`src/rtl/vga_capture.sv`:
```
// VGA 640x480@60 capture: locks onto hs/vs timing and streams active pixels to a pixel RAM.
// Optional error counter enabled with macro VGA_CAPTURE_ERRCNT_EN.
module vga_capture (
  input  logic        vga_clk,
  input  logic        clrn,
  input  logic        hs,
  input  logic        vs,
  input  logic [3:0]  r,
  input  logic [3:0]  g,
  input  logic [3:0]  b,
  output logic        we,
  output logic [8:0]  wr_row,
  output logic [9:0]  wr_col,
  output logic [11:0] wr_data,
  output logic        locked,
  output logic        frame_done,
  output logic        sync_err,
  output logic [15:0] err_cnt
);

  typedef enum logic [1:0] {UNLOCKED, WAIT_VS, LOCKED} state_t;

  state_t      state_reg, state_next;
  logic        hs_s1_reg, vs_s1_reg, hs_prev_reg, vs_at_fall_reg;
  logic [3:0]  r_s1_reg, g_s1_reg, b_s1_reg;
  logic [9:0]  hcnt_reg, hcnt_next, vcnt_reg, vcnt_next;
  logic        good_cnt_reg, good_cnt_next;
  logic        we_reg, we_next, frame_done_reg, frame_done_next, sync_err_reg;
  logic [8:0]  wr_row_reg;
  logic [9:0]  wr_col_reg, row_calc, col_calc;
  logic [11:0] wr_data_reg;
  logic        hs_fall, vs_reset, hwrap, line_bad, frame_bad, wrap_err, err_now, active;

  // hcnt_next/vcnt_next are the position of the pixel currently held in S1
  always_comb begin
    hs_fall   = hs_prev_reg & ~hs_s1_reg;
    vs_reset  = hs_fall & ~vs_s1_reg & vs_at_fall_reg;
    hwrap     = ~hs_fall & (hcnt_reg == 10'd799);
    line_bad  = hs_fall & (hcnt_reg != 10'd799);
    frame_bad = vs_reset & (vcnt_reg != 10'd524);
    wrap_err  = hwrap & (state_reg == LOCKED);
    err_now   = line_bad | frame_bad | wrap_err;
    hcnt_next = (hs_fall | hwrap) ? 10'd0 : hcnt_reg + 10'd1;
    if (vs_reset)
      vcnt_next = 10'd0;
    else if (hs_fall)
      vcnt_next = vcnt_reg + 10'd1;
    else
      vcnt_next = vcnt_reg;
    active   = (hcnt_next >= 10'd144) && (hcnt_next <= 10'd783) &&
               (vcnt_next >= 10'd35)  && (vcnt_next <= 10'd514);
    row_calc = vcnt_next - 10'd35;
    col_calc = hcnt_next - 10'd144;
    // an error on the same cycle as a pixel suppresses the write
    we_next         = (state_reg == LOCKED) & active & ~err_now;
    frame_done_next = we_reg & (wr_row_reg == 9'd479) & (wr_col_reg == 10'd639);
  end

  always_comb begin
    state_next    = state_reg;
    good_cnt_next = good_cnt_reg;
    if (line_bad | frame_bad) begin
      state_next    = UNLOCKED;
      good_cnt_next = 1'b0;
    end else begin
      case (state_reg)
        UNLOCKED: begin
          if (hs_fall) begin
            if (good_cnt_reg) begin
              state_next    = WAIT_VS;
              good_cnt_next = 1'b0;
            end else begin
              good_cnt_next = 1'b1;
            end
          end
        end
        WAIT_VS: begin
          if (vs_reset)
            state_next = LOCKED;
        end
        default: state_next = state_reg;
      endcase
    end
  end

  always_ff @(posedge vga_clk) begin
    if (!clrn) begin
      state_reg      <= UNLOCKED;
      hs_s1_reg      <= 1'b0;
      vs_s1_reg      <= 1'b0;
      r_s1_reg       <= 4'd0;
      g_s1_reg       <= 4'd0;
      b_s1_reg       <= 4'd0;
      hs_prev_reg    <= 1'b0;
      vs_at_fall_reg <= 1'b0;
      hcnt_reg       <= 10'd0;
      vcnt_reg       <= 10'd0;
      good_cnt_reg   <= 1'b0;
      we_reg         <= 1'b0;
      wr_row_reg     <= 9'd0;
      wr_col_reg     <= 10'd0;
      wr_data_reg    <= 12'd0;
      frame_done_reg <= 1'b0;
      sync_err_reg   <= 1'b0;
    end else begin
      state_reg      <= state_next;
      hs_s1_reg      <= hs;
      vs_s1_reg      <= vs;
      r_s1_reg       <= r;
      g_s1_reg       <= g;
      b_s1_reg       <= b;
      hs_prev_reg    <= hs_s1_reg;
      if (hs_fall)
        vs_at_fall_reg <= vs_s1_reg;
      hcnt_reg       <= hcnt_next;
      vcnt_reg       <= vcnt_next;
      good_cnt_reg   <= good_cnt_next;
      we_reg         <= we_next;
      if (we_next) begin
        wr_row_reg  <= row_calc[8:0];
        wr_col_reg  <= col_calc;
        wr_data_reg <= {b_s1_reg, g_s1_reg, r_s1_reg};
      end
      frame_done_reg <= frame_done_next;
      sync_err_reg   <= err_now;
    end
  end

`ifdef VGA_CAPTURE_ERRCNT_EN
  logic [15:0] err_cnt_reg;

  always_ff @(posedge vga_clk) begin
    if (!clrn)
      err_cnt_reg <= 16'd0;
    else if (err_now && (err_cnt_reg != 16'hFFFF))
      err_cnt_reg <= err_cnt_reg + 16'd1;
  end

  assign err_cnt = err_cnt_reg;
`else
  assign err_cnt = 16'd0;
`endif

  assign we         = we_reg;
  assign wr_row     = wr_row_reg;
  assign wr_col     = wr_col_reg;
  assign wr_data    = wr_data_reg;
  assign locked     = (state_reg == LOCKED);
  assign frame_done = frame_done_reg;
  assign sync_err   = sync_err_reg;

endmodule

```
`config.mk`:
```
export PLATFORM = sky130hd
export DESIGN_NAME = vga_capture
export DESIGN_NICKNAME = d
export VERILOG_FILES = /design/src/rtl/vga_capture.sv
export SDC_FILE = /design/constraint.sdc
export NUM_CORES = 1
export LEC_CHECK = 0
export ABC_AREA = 1
export BUFFER_PORTS_ARGS = -buffer_cell sky130_fd_sc_hd__buf_2
export CORE_UTILIZATION = 50
export DETAILED_ROUTE_END_ITERATION = 8
export PLACE_DENSITY = 0.87
export SETUP_SLACK_MARGIN = 0.3
export SYNTH_ARGS = -nofsm -noshare
export SYNTH_HDL_FRONTEND = slang
export SYNTH_SLANG_ARGS = --single-unit
```
`constraint.sdc`:
```
create_clock -name vga_clk -period 2.05 [get_ports vga_clk]
set_input_delay 0.41 -clock vga_clk [delete_from_list [all_inputs] [get_ports vga_clk]]
set_output_delay 0.41 -clock vga_clk [all_outputs]
set_load 0.05 [all_outputs]
```
Yosys cells after proc, flatten, opt, wreduce, memory -nomap -nowiden --
Cells that the tools add are included.
Word-level totals: bits in registers 73, input port bits 16, output and inout bits 51, word-level logic and storage cells 70
Operators by class: add/subtract/negate cells 4, $lt $le $gt $ge 4, eq/ne operators 10, mux-type cells 8, bitwise gates (word level) 19, reduce and logical (&&, ||, !) cells 8
Operators with widths (count):
- $mux W10 | 3
- $add A10 B1 Y10 const B | 2
- $eq A10 B10 Y1 const B | 2
- $le A10 B10 Y1 const B | 2
- $ne A10 B10 Y1 const B | 2
- $and A1 B1 Y1 | 11
- $ge A10 B6 Y1 const B | 1
- $ge A10 B8 Y1 const B | 1
- $sub A10 B8 Y10 const B | 1
- $eq A9 B9 Y1 const B | 1
- $sub A9 B6 Y9 const B | 1
- $mux W2 | 3
- $ne A2 B2 Y1 const B | 3
- $not A1 Y1 | 5
- $pmux W2 S2 | 1
- $reduce_and A4 Y1 | 1
- $logic_and A1 B1 Y1 | 3
- $or A1 B1 Y1 | 3
- $eq A2 B1 Y1 const B | 1
- $eq A2 B2 Y1 const B | 1
- $logic_not A2 Y1 | 1
- $reduce_and A2 Y1 | 1
- $reduce_bool A2 Y1 | 1
- $reduce_or A2 Y1 | 1
- $mux W1 | 1

Longest topological paths before layout --
Gate-level depths: netlist of the first run.
word-level depth 12, mapped depth 20, depth with buffers taken out 19

Least setup slack after synthesis of the first run --
OpenSTA, ideal clock, no wires.
path type register to register, from reg hs_prev_reg, to reg wr_col_reg[3], in the netlist wr_col[3], library setup time 0.114 ns, arrival 2.161 ns, required time 1.936 ns, slack -0.225 ns, cell stages (with the launch flop) 21, buffers on the path 2, clock period less this slack 2.275 ns, path through dfxtp_1 inv_2 nor2_4 nand3_2 buf_6 nand2_1 inv_1 ha_1 inv_1 nand2_1 inv_1 nand3_1 nand2_1 nand3_1 inv_1 nand2_1 inv_2 nor2_4 buf_4 nor2_1 nor2_1
Between the ends: elaborated cells between the ends (all ways) 25, classes of those cells add/sub (1); order compare (4); mux (3); bitwise (14); reduce/logical (3)
RTL lines:
- start, declared | RTL line 24 | logic hs_s1_reg, vs_s1_reg, hs_prev_reg, vs_at_fall_reg;
- start signal, assigned | RTL line 112 | hs_prev_reg <= hs_s1_reg;
- $and A1 B1 Y1 * | RTL line 36 | hs_fall = hs_prev_reg & ~hs_s1_reg;
- $and A1 B1 Y1 (2 in series) | RTL line 37 | vs_reset = hs_fall & ~vs_s1_reg & vs_at_fall_reg;
- $mux W10 * | RTL line 44 | if (vs_reset)
- net vcnt_next[0] | RTL line 26 | logic [9:0] hcnt_reg, hcnt_next, vcnt_reg, vcnt_next;
- $ge A10 B6 Y1 | RTL line 51 | (vcnt_next >= 10'd35) && (vcnt_next <= 10'd514);
- $logic_and A1 B1 Y1 | RTL line 50 | active = (hcnt_next >= 10'd144) && (hcnt_next <= 10'd783) &&
- $logic_and A1 B1 Y1 * | RTL line 51
- $and A1 B1 Y1 * (2 in series) | RTL line 55 | we_next = (state_reg == LOCKED) & active & ~err_now;
- end signal, assigned | RTL line 121 | wr_col_reg <= col_calc;
- end, declared | RTL line 30 | logic [9:0] wr_col_reg, row_calc, col_calc;
The timed path passes the listed nets; every way through them passes the cells marked *. A chain may end at the register's enable or synchronous reset.

Final worst setup path of the first run --
from reg vcnt_reg[0], to reg wr_data_reg[0], in the netlist wr_data[0]
Between the ends: cells in the longest elaborated chain, start to end 8, elaborated cells between the ends (all ways) 14, classes of those cells add/sub (1); order compare (2); eq/ne (1); mux (2); bitwise (6); reduce/logical (2)
Ends and longest elaborated chain:
- start, declared | RTL line 26
- start signal, assigned | RTL line 116 | vcnt_reg <= vcnt_next;
- $add A10 B1 Y10 | RTL line 47 | vcnt_next = vcnt_reg + 10'd1;
- $mux W10 | RTL line 46 | else if (hs_fall)
- $mux W10 | RTL line 44
- $ge A10 B6 Y1 | RTL line 51
- $logic_and A1 B1 Y1 | RTL line 50
- $logic_and A1 B1 Y1 | RTL line 51
- $and A1 B1 Y1 | RTL line 55
- $and A1 B1 Y1 * | RTL line 55
- end signal, assigned | RTL line 122 | wr_data_reg <= {b_s1_reg, g_s1_reg, r_s1_reg};
- end, declared | RTL line 31 | logic [11:0] wr_data_reg;
Every way passes the cells marked *; elsewhere a longest branch is shown, timed or not.

==> run summary, run 1 <==
outcome: complete, but fails checks
failing checks: setup timing
post-synthesis cell type with the largest combined area: dfxtp_1
DIE WIDTH: 88.15 µm
WL final: 16930 µm
FF-to-FF setup slack: -0.70 ns
largest family of logic cells by synthesized area: simple AND/OR/NAND/NOR gates
final hold vios: 0
PD cells: 515.8 mW/mm²
Final ANT Viol Nets: 0
Synth warnings: 0
via count of the first global-routing pass: 4515
site row count: 31
Final Setup Violations: 33
Initial Utilization: 51.44%
crit path max fanout: 7
total clock sinks: 73
Avg WL per Cell: 20.72 µm
global-route wire length before repair: 20980 µm
Cell variety after synth: 28
root buffer cell: clkbuf_8
Slew headroom: 44.96%
post-synth top area share: 39.38%
Achievable Freq: 363.0 MHz
Iter 0 DRT Violations: 739
n_diodes: 0
hold_buf cts: 0
gr usage total: 36.13%
Final Power: 2.919 mW
synth top area cells: dfxtp_1 (39%), nand2_1 (13%), nor2_1 (12%), inv_1 (7.3%), nand4_1 (6.9%)
Design Area, Final: 0.005658 mm²
clk_skew: 0.01225 ns
post-synthesis simple-gate area fraction: 40.32%
GRT Residual Overflow: 0
DRC viols: 0
type of origin of the critical path: flip-flop
hpwl dp: 6699 µm
Syn Area/Cell: 6.651 µm²
H-tree level count: 3
post-synthesis register bit count: 73
CP arrival: 3.06 ns
Setup CP Type: flip-flop to flip-flop
PortBufs: 50
post-synthesis adder-cell area fraction: 2.360%
hold crit path type: primary input to flip-flop
Final #Nets: 736
complex-gate fraction of the synthesized area: 2.562%
core box area: 0.007214 mm²
number of max-cap violations: 0
initial antenna violation count: 0
post-placement cell area: 0.004534 mm²
CTS tree: yes
Crit. End Element: flip-flop
largest net degree at the start of global routing: 35
CTS clk-pin slew, worst paths: 0.09 ns
Clk Latency, worst-skew pair: 0.37 ns
Final Cycle Share: 134.4%
area of the die: 0.007770 mm²
Worst-Margin Slew: 0.8247 ns
ratio of cells with drive above 1 in the final layout: 41.36%
max FFs per register: 12
CTS Buf Count: 9
unrepaired setup endpoints after global routing: yes
sequential area share after synthesis: 39.38%
first-pass detailed-route iteration total: 9
Layout Utilization: 78.43%
Pleak: 2.836 nW
Post-Synthesis Cells: 558
hold_ws: 0.2116 ns
Peak VDD IR: 0.5795 mV
Synth Cell Area: 0.003711 mm²
CTS max path bufs: 2
WP data required: 2.36 ns
Vias: 4907
IO Count: 67
area grow syn2layout: 52.46%
post-layout minimum cycle time: 2.755 ns
setup ws final: -0.7049 ns
routed vias/inst: 6.006
Slew Viols, Final: 0
mux cell area share after synthesis: 0%
XOR/XNOR Fraction of Synth Area: 1.416%
die boundary height: 88.15 µm
gp weighted congestion: 0.8620
Yosys cell counts, drive strengths merged:
| cell type | n |
|---|---|
| a21oi | 6 |
| a31o | 1 |
| a32oi | 1 |
| and2 | 1 |
| buf | 30 |
| clkbuf | 7 |
| conb | 1 |
| dfxtp | 73 |
| ha | 7 |
| inv | 77 |
| nand2 | 128 |
| nand3 | 39 |
| nand3b | 1 |
| nand4 | 41 |
| nor2 | 124 |
| nor3 | 6 |
| o211ai | 1 |
| o21ai | 5 |
| o21bai | 2 |
| or4 | 1 |
| xor2 | 6 |
worst paths after layout:
check	cells past startpoint	endpoint	start
setup / recovery	17	wr_data[0]$_SDFFE_PN0P_	vcnt_reg[0]$_SDFF_PN0_
hold / removal	3	b_s1_reg[3]$_SDFF_PN0_	b[3]
setup reg to reg	17	wr_data[0]$_SDFFE_PN0P_	vcnt_reg[0]$_SDFF_PN0_
hold reg to reg	2	hs_prev_reg$_SDFF_PN0_	hs_s1_reg$_SDFF_PN0_
cell families (layout without fill, tap and decap cells):
kind of cell             after synthesis  in the layout
AO/OA/AOI/OAI                         16             16
XOR/XNOR                               6              6
adder cells (fa/ha/maj)                7              7
buffers and inverters                114            259
flip-flops                            73             73
other                                  1             16
AND/OR/NAND/NOR                      341            341
area by class of cell:
cell class / instances / area [µm²]
well taps: 99 / 123.9
fillers: 408 / 1556
flip-flops and latches: 73 / 1475
repair buffers: 166 / 1296
clock inverters: 7 / 75.07
multi-input cells: 386 / 2267
clock buffers: 9 / 123.9
inverters: 77 / 296.5
worst max-delay path, cell delays in order (launching register included):
cell and delay (ns):
dfxtp_2 0.36, buf_4 0.14, ha_4 0.15, nand3_4 0.09
nor2_4 0.12, buf_4 0.13, nand4_1 0.11, nand3_2 0.14
inv_2 0.06, nor2_2 0.27, nand2_1 0.17, nand2_2 0.14
nand3_4 0.09, nor2_4 0.20, buf_6 0.19, buf_16 0.16
nor2_1 0.06, nor2_1 0.11
repair_timing:
action / CTS / global route
resized for setup: 81 / 63
setup buffers: 24 / 17
setup endpoints to repair: 32 / 35
gates cloned: 4 / 1
pin swaps: 28 / 31
through the flow:
step / setup TNS (ns) / instances / worst slack, ns
floorplan: -3.721 / 573 / -0.1253
global placement: -5.344 / 755 / -0.1849
detailed placement: -8.207 / 755 / -0.3114
CTS: -5.647 / 799 / -0.2234
global route: -24.22 / 817 / -0.8606
finish: -19.93 / 817 / -0.7049
layout by cell type, fill, tap and decap left out, types with 12 or more instances in the layout:
master | synthesis | layout
buf_4 | 19 | 96
nor2_4 | 2 | 17
nand3_2 | 4 | 17
dfxtp_1 | 73 | 66
nor2_1 | 118 | 86
buf_2 | 6 | 49
nand2_1 | 128 | 107
nand2_2 | 0 | 13
buf_6 | 1 | 12
nor2_2 | 4 | 21
inv_1 | 72 | 62
nand4_1 | 41 | 41
nand3_1 | 35 | 17
conb_1 | 1 | 16
inv_2 | 5 | 12
power breakdown:
| group | internal [mW] | switching, mW |
|---|---|---|
| registers | 1.44 | 0.0173 |
| clock network | 0.573 | 0.614 |
| logic | 0.0819 | 0.192 |
layer usage:
layer  track usage [%]  vias up  part of all wire (%)
met5                 0        -                     0
met2             60.61      461                    45
met4             29.18        0                    10
met1             35.62     2201                    31
met3             13.95      220                    14
li1                  -     2025                     -
No activity file was read; power rests on OpenSTA's default activity.
==> run 2, diff against run 1 <==
Settings changed: CORE_UTILIZATION 50 to 51, GPL_ROUTABILITY_DRIVEN set to 0, PLACE_DENSITY 0.87 to 0.85.
Clock period 2.05 ns to 2.55 ns, I/O delays scaled along.
==> run 2 against run 1 <==
Against the previous run:
- the run now ends clean
- largest power group unchanged
- via count is 15% lower
- sequential share of layout area is 3.4 points higher
- critical path type unchanged
- combinational power decreased by 28%
- sequential power fell by 20%
- hold slack gained 0.11 ns
==> run summary, run 2 (same netlist as run 1, synthesis figures left out) <==
CTS clk-pin slew, worst paths: 0.08 ns
R2R depth: 15
CTS Buf Count: 9
grt met1 use: 32.49%
Slew Viols, Final: 0
hpwl dp: 5991 µm
crit-path most repeated cell: nor2_1
total clock sinks: 73
Setup CP Type: flip-flop to flip-flop
CTS tree: yes
Logic pwr share: 8.8%
GRT Residual Overflow: 0
hold depth: 3
PortBufs: 50
root buffer cell: clkbuf_8
Avg WL per Cell: 15.69 µm
global-route wire length before repair: 17480 µm
unrepaired setup endpoints after global routing: yes
setup ws final: 0.1797 ns
post-placement cell area: 0.004069 mm²
Worst-Margin Slew: 0.7242 ns
routed vias/inst: 5.521
most common cell after layout, fill and taps aside: nand2_1
Peak VDD IR: 0.3676 mV
final hold vios: 0
Final Setup Violations: 0
Final #Nets: 674
Switching Power: 0.6525 mW
Final Cycle Share: 92.95%
first-pass detailed-route iteration total: 6
Crit. End Element: flip-flop
Vias: 4152
hold_sp: b[3]
Clk Latency, worst-skew pair: 0.37 ns
Int Pwr: 1.587 mW
area grow syn2layout: 34.59%
max FFs per register: 12
WL final: 11800 µm
largest net degree at the start of global routing: 51
FF-to-FF setup slack: 0.18 ns
CTS max path bufs: 2
hold_buf cts: 0
Pleak: 2.473 nW
setup_tns: 0 ns
hold crit path type: primary input to flip-flop
Achievable Freq: 421.9 MHz
Clock power frac: 38.8%
area of the die: 0.007621 mm²
Layout Utilization: 72.32%
Iter 0 DRT Violations: 337
hold_ws: 0.3243 ns
DRC viols: 0
Net Sw Frac: 29.14%
M2 GR Usage: 51.14%
via count of the first global-routing pass: 3940
Seq pwr share: 52.4%
number of max-cap violations: 0
Worst R2R End: wr_row[2]$_SDFFE_PN0P_
grt peak-use layer: met2
Design Area, Final: 0.004995 mm²
worst r2r src: vcnt_reg[0]$_SDFF_PN0_
core box area: 0.006907 mm²
site row count: 30
H-tree level count: 3
PD cells: 448.3 mW/mm²
WP data required: 2.85 ns
die boundary height: 87.30 µm
CP max stage cell: dfxtp_2
outcome: finished clean
clk_skew: 0.01203 ns
worst slack, placed: -0.1781 ns
n_diodes: 0
Final ANT Viol Nets: 0
Initial Utilization: 53.73%
crit-path max cell delay: 0.36 ns
crit path max fanout: 6
gr usage total: 29.90%
most frequent cells in the layout: nand2_1 (113), nor2_1 (85), inv_1 (65), dfxtp_1 (65), buf_2 (50)
crit-path cells: ha_1 -> nand3_1 -> nor2_4 -> nand2_1 -> nand3_2 -> nand4_1 -> nor2_1 -> nor2_1 -> nand2_4 -> inv_4 -> buf_12 -> nor2_4 -> buf_6 -> nor2_1 -> nor2_1
post-layout minimum cycle time: 2.370 ns
DIE WIDTH: 87.30 µm
met3 Usage GRT: 7.678%
initial antenna violation count: 0
Slew headroom: 51.66%
CP arrival: 2.67 ns
type of origin of the critical path: flip-flop
IO Count: 67
ratio of cells with drive above 1 in the final layout: 33.38%
Hold Path End: b_s1_reg[3]$_SDFF_PN0_
==> run 2: changes by cell type in the layout (fill, tap and decap cells not counted), moves of 3 or more <==
cell     previous run  this run
buf_6              12         5
nand2_4             8         3
nand3_1            17        22
nand3_4             5         2
nand2_1           107       113
inv_1              62        65
nor2_4             17        20
o21ai_0             2         5
buf_4              96        42
==> run 2: metrics by stage <==
step	power, mW	instances
after floorplan	1.332	573
after global placement	1.346	701
after detailed placement	1.350	701
after CTS	2.210	749
after global routing	2.303	752
final	2.239	752
==> run 2: area by class of cell <==
type	count	area [µm²]
tap	96	120.1
sequential	73	1474
inverter	77	291.5
clock buffer	9	123.9
multi-input combinational	387	2170
fill	479	1912
clock inverter	7	61.31
timing repair buffer	103	754.5
==> run 2: power groups by stage <==
stage	clock (mW)	combinational [mW]	sequential, mW
floorplan	0	0.137	1.19
global placement	0	0.151	1.19
detailed placement	0	0.154	1.20
CTS	0.865	0.173	1.17
global route	0.916	0.213	1.17
finish	0.869	0.198	1.17
==> run 2: critical path: cells and delay by family, from the launching register on <==
family	cells	cell delay (ns)
fa+ha+maj	1	0.18
simple gates	11	1.43
flops	1	0.36
buf+inv	3	0.34
==> run 2: how the worst max path moves through the flow <==
stage / slack, ns / end / depth (start not counted) / from
final: 0.18 / wr_row[2]$_SDFFE_PN0P_ / 15 / vcnt_reg[0]$_SDFF_PN0_
after global routing: 0.004 / wr_row[3]$_SDFFE_PN0P_ / 15 / vcnt_reg[0]$_SDFF_PN0_
after CTS: 0.30 / wr_col[1]$_SDFFE_PN0P_ / 16 / hcnt_reg[3]$_SDFF_PN0_
after detailed placement: -0.18 / wr_row[1]$_SDFFE_PN0P_ / 14 / hcnt_reg[0]$_SDFF_PN0_
after global placement: -0.02 / wr_row[5]$_SDFFE_PN0P_ / 16 / hcnt_reg[0]$_SDFF_PN0_
after floorplan: 0.30 / wr_col[3]$_SDFFE_PN0P_ / 20 / hs_prev_reg$_SDFF_PN0_
==> run 2: layer usage <==
layer | routed length (µm) | vias to the layer above
met1 | 4206 | 1898
li1 | - | 1907
met2 | 5940 | 261
met5 | 0 | -
met3 | 912 | 86
met4 | 739 | 0
==> run 2: timing repair <==
item	CTS	global route
endpoints found under the setup margin	32	32
buffers inserted	29	3
gates resized for setup	63	58
pin swaps	27	38
gates cloned	3	0
==> run 3, diff against run 2 <==
Settings changed: CELL_PAD_IN_SITES_DETAIL_PLACEMENT set to 1, CELL_PAD_IN_SITES_GLOBAL_PLACEMENT set to 2, CORE_UTILIZATION 51 to 30, PLACE_DENSITY 0.85 to 0.9.
==> run 3 against run 2 <==
Against the previous run:
- the flow now finishes with violations (setup timing)
- maximum frequency fell by 11%
- sequential share of layout area shrank 3.7 points
- routed wire length up 32%
- first-iteration DRC count down 27%
- register-to-register slack got worse by 0.28 ns
==> run summary, run 3 (same netlist as run 1, synthesis figures left out) <==
max FFs per register: 12
Crit. path cell count: 21
most frequent cells in the layout: nand2_1 (107), nor2_1 (66), inv_1 (63)
IO Count: 67
largest net degree at the start of global routing: 51
Clk Latency, worst-skew pair: 0.35 ns
Design Area, Final: 0.005758 mm²
die boundary height: 113.2 µm
first-pass detailed-route iteration total: 4
R2R depth: 21
total clock sinks: 73
root buffer cell: clkbuf_16
Net Sw Frac: 25.37%
PortBufs: 50
Hold Path End: r_s1_reg[3]$_SDFF_PN0_
Peak VDD IR: 0.2934 mV
CTS max path bufs: 2
Vias: 4148
crit-path max cell delay: 0.35 ns
final hold vios: 0
Worst R2R End: wr_row[4]$_SDFFE_PN0P_
ratio of cells with drive above 1 in the final layout: 40.77%
Final ANT Viol Nets: 0
global-route wire length before repair: 21740 µm
family with the most delay on the worst path: simple AND/OR/NAND/NOR gates
CTS Buf Count: 9
unrepaired setup endpoints after global routing: yes
area grow syn2layout: 55.16%
crit-path cells: buf_4 -> nand3_1 -> nand2_1 -> nand2_2 -> inv_1 -> ha_4 -> inv_2 -> nand2_2 -> inv_2 -> nand3_2 -> nand2_2 -> nand3_2 -> inv_2 -> nand2_4 -> inv_4 -> nor2_4 -> buf_12 -> buf_12 -> buf_16 -> nor2_4 -> nor2_1
Iter 0 DRT Violations: 247
WL final: 15620 µm
Buf/Inv on CP: 9
Achievable Freq: 377.5 MHz
area of the die: 0.01282 mm²
routed vias/inst: 5.065
site row count: 40
FF-to-FF setup slack: -0.1 ns
CTS clk-pin slew, worst paths: 0.06 ns
Worst-Margin Slew: 0.8515 ns
setup ws final: -0.09892 ns
outcome: complete, but fails checks
core box area: 0.01201 mm²
Logic pwr share: 7.4%
Clock power frac: 51.0%
Avg WL per Cell: 19.08 µm
Slew Viols, Final: 0
CP max stage cell: dfxtp_4
PD cells: 489.6 mW/mm²
Initial Utilization: 30.90%
hold crit path type: primary input to flip-flop
Final #Nets: 690
DIE WIDTH: 113.2 µm
Final Setup Violations: 23
GRT Residual Overflow: 0
most common cell after layout, fill and taps aside: nand2_1
clk_skew: 0.01051 ns
Pleak: 2.773 nW
Seq pwr share: 41.6%
Switching Power: 0.7152 mW
DRC viols: 0
worst r2r src: hs_prev_reg$_SDFF_PN0_
n_diodes: 0
via count of the first global-routing pass: 4308
type of origin of the critical path: flip-flop
crit path max fanout: 7
post-layout minimum cycle time: 2.649 ns
initial antenna violation count: 0
hold_sp: r[3]
hold depth: 3
Slew headroom: 43.17%
H-tree level count: 3
hpwl dp: 7456 µm
hold_ws: 0.3418 ns
gr usage total: 21.94%
number of max-cap violations: 0
Setup CP Type: flip-flop to flip-flop
Final Cycle Share: 103.9%
Crit. End Element: flip-flop
post-placement cell area: 0.004110 mm²
WP data required: 2.79 ns
failing checks: setup timing
CP arrival: 2.89 ns
CTS tree: yes
Int Pwr: 2.104 mW
## run 3: cell count changes in the layout (fill, tap and decap cells not counted), moves of 5 or more
cell,delta
buf_12,+5
nor2_1,-19
nor2_4,+18
buf_4,+5
buf_16,+5
nand2_1,-6
clkbuf_16,+8
clkbuf_8,-8
## run 3: worst max-delay path by stage
stage	startpoint	slack [ns]	end
2_1_floorplan	hs_prev_reg$_SDFF_PN0_	0.30	wr_col[3]$_SDFFE_PN0P_
3_3_place_gp	hcnt_reg[0]$_SDFF_PN0_	0.08	wr_col[8]$_SDFFE_PN0P_
3_5_place_dp	hcnt_reg[0]$_SDFF_PN0_	-0.02	wr_row[8]$_SDFFE_PN0P_
4_1_cts	vcnt_reg[0]$_SDFF_PN0_	0.22	wr_col[6]$_SDFFE_PN0P_
5_1_grt	hs_prev_reg$_SDFF_PN0_	-0.16	wr_row[4]$_SDFFE_PN0P_
6_report	hs_prev_reg$_SDFF_PN0_	-0.1	wr_row[4]$_SDFFE_PN0P_
## run 3: through the flow
stage	std cells	TNS, ns	power, mW	utilization (%)	worst slack (ns)
2_1_floorplan	573	0	1.332	-	0.3031
3_3_place_gp	747	0	1.345	34.22	0.08272
3_5_place_dp	747	-0.1510	1.349	34.22	-0.02351
4_1_cts	802	0	2.779	43.84	0.2190
5_1_grt	819	-3.159	2.876	47.94	-0.1601
6_report	819	-1.356	2.819	47.94	-0.09892
## run 3: area by class of cell
| cell class | count | area (µm²) |
|---|---|---|
| flip-flops and latches | 73 | 1488 |
| well taps | 147 | 183.9 |
| multi-input cells | 386 | 2415 |
| repair buffers | 120 | 1039 |
| clock buffers | 10 | 239.0 |
| inverters | 77 | 304.0 |
| clock inverters | 6 | 90.09 |
| fillers | 1453 | 6254 |
## run 3: what timing repair did
action / in CTS / in global routing
buffers inserted: 33 / 17
resized for setup: 114 / 85
pin swaps: 43 / 41
endpoints found under the setup margin: 32 / 32
hold buffers: 0 / 0
cloned: 6 / 0
## run 3: power groups by stage
stage	Combinational [mW]	Sequential (mW)	Clock, mW
4_1_cts	0.177	1.17	1.43
2_1_floorplan	0.137	1.19	0
3_3_place_gp	0.150	1.19	0
5_1_grt	0.221	1.17	1.48
3_5_place_dp	0.153	1.20	0
6_report	0.208	1.17	1.44
## run 3: worst register-to-register path, delay by kind of cell (launching register included)
kind / cells / cell delay [ns]
fa+ha+maj: 1 / 0.18
buf+inv: 9 / 1.01
flops: 1 / 0.35
simple gates: 11 / 1.03
## run 3: metal layers
layer	GRT usage, %	routed length, µm	vias up
met5	0	0	-
met4	12.28	704	0
met3	3.160	505	52
met2	41.80	8342	123
met1	22.95	6071	2035
li1	-	-	1938
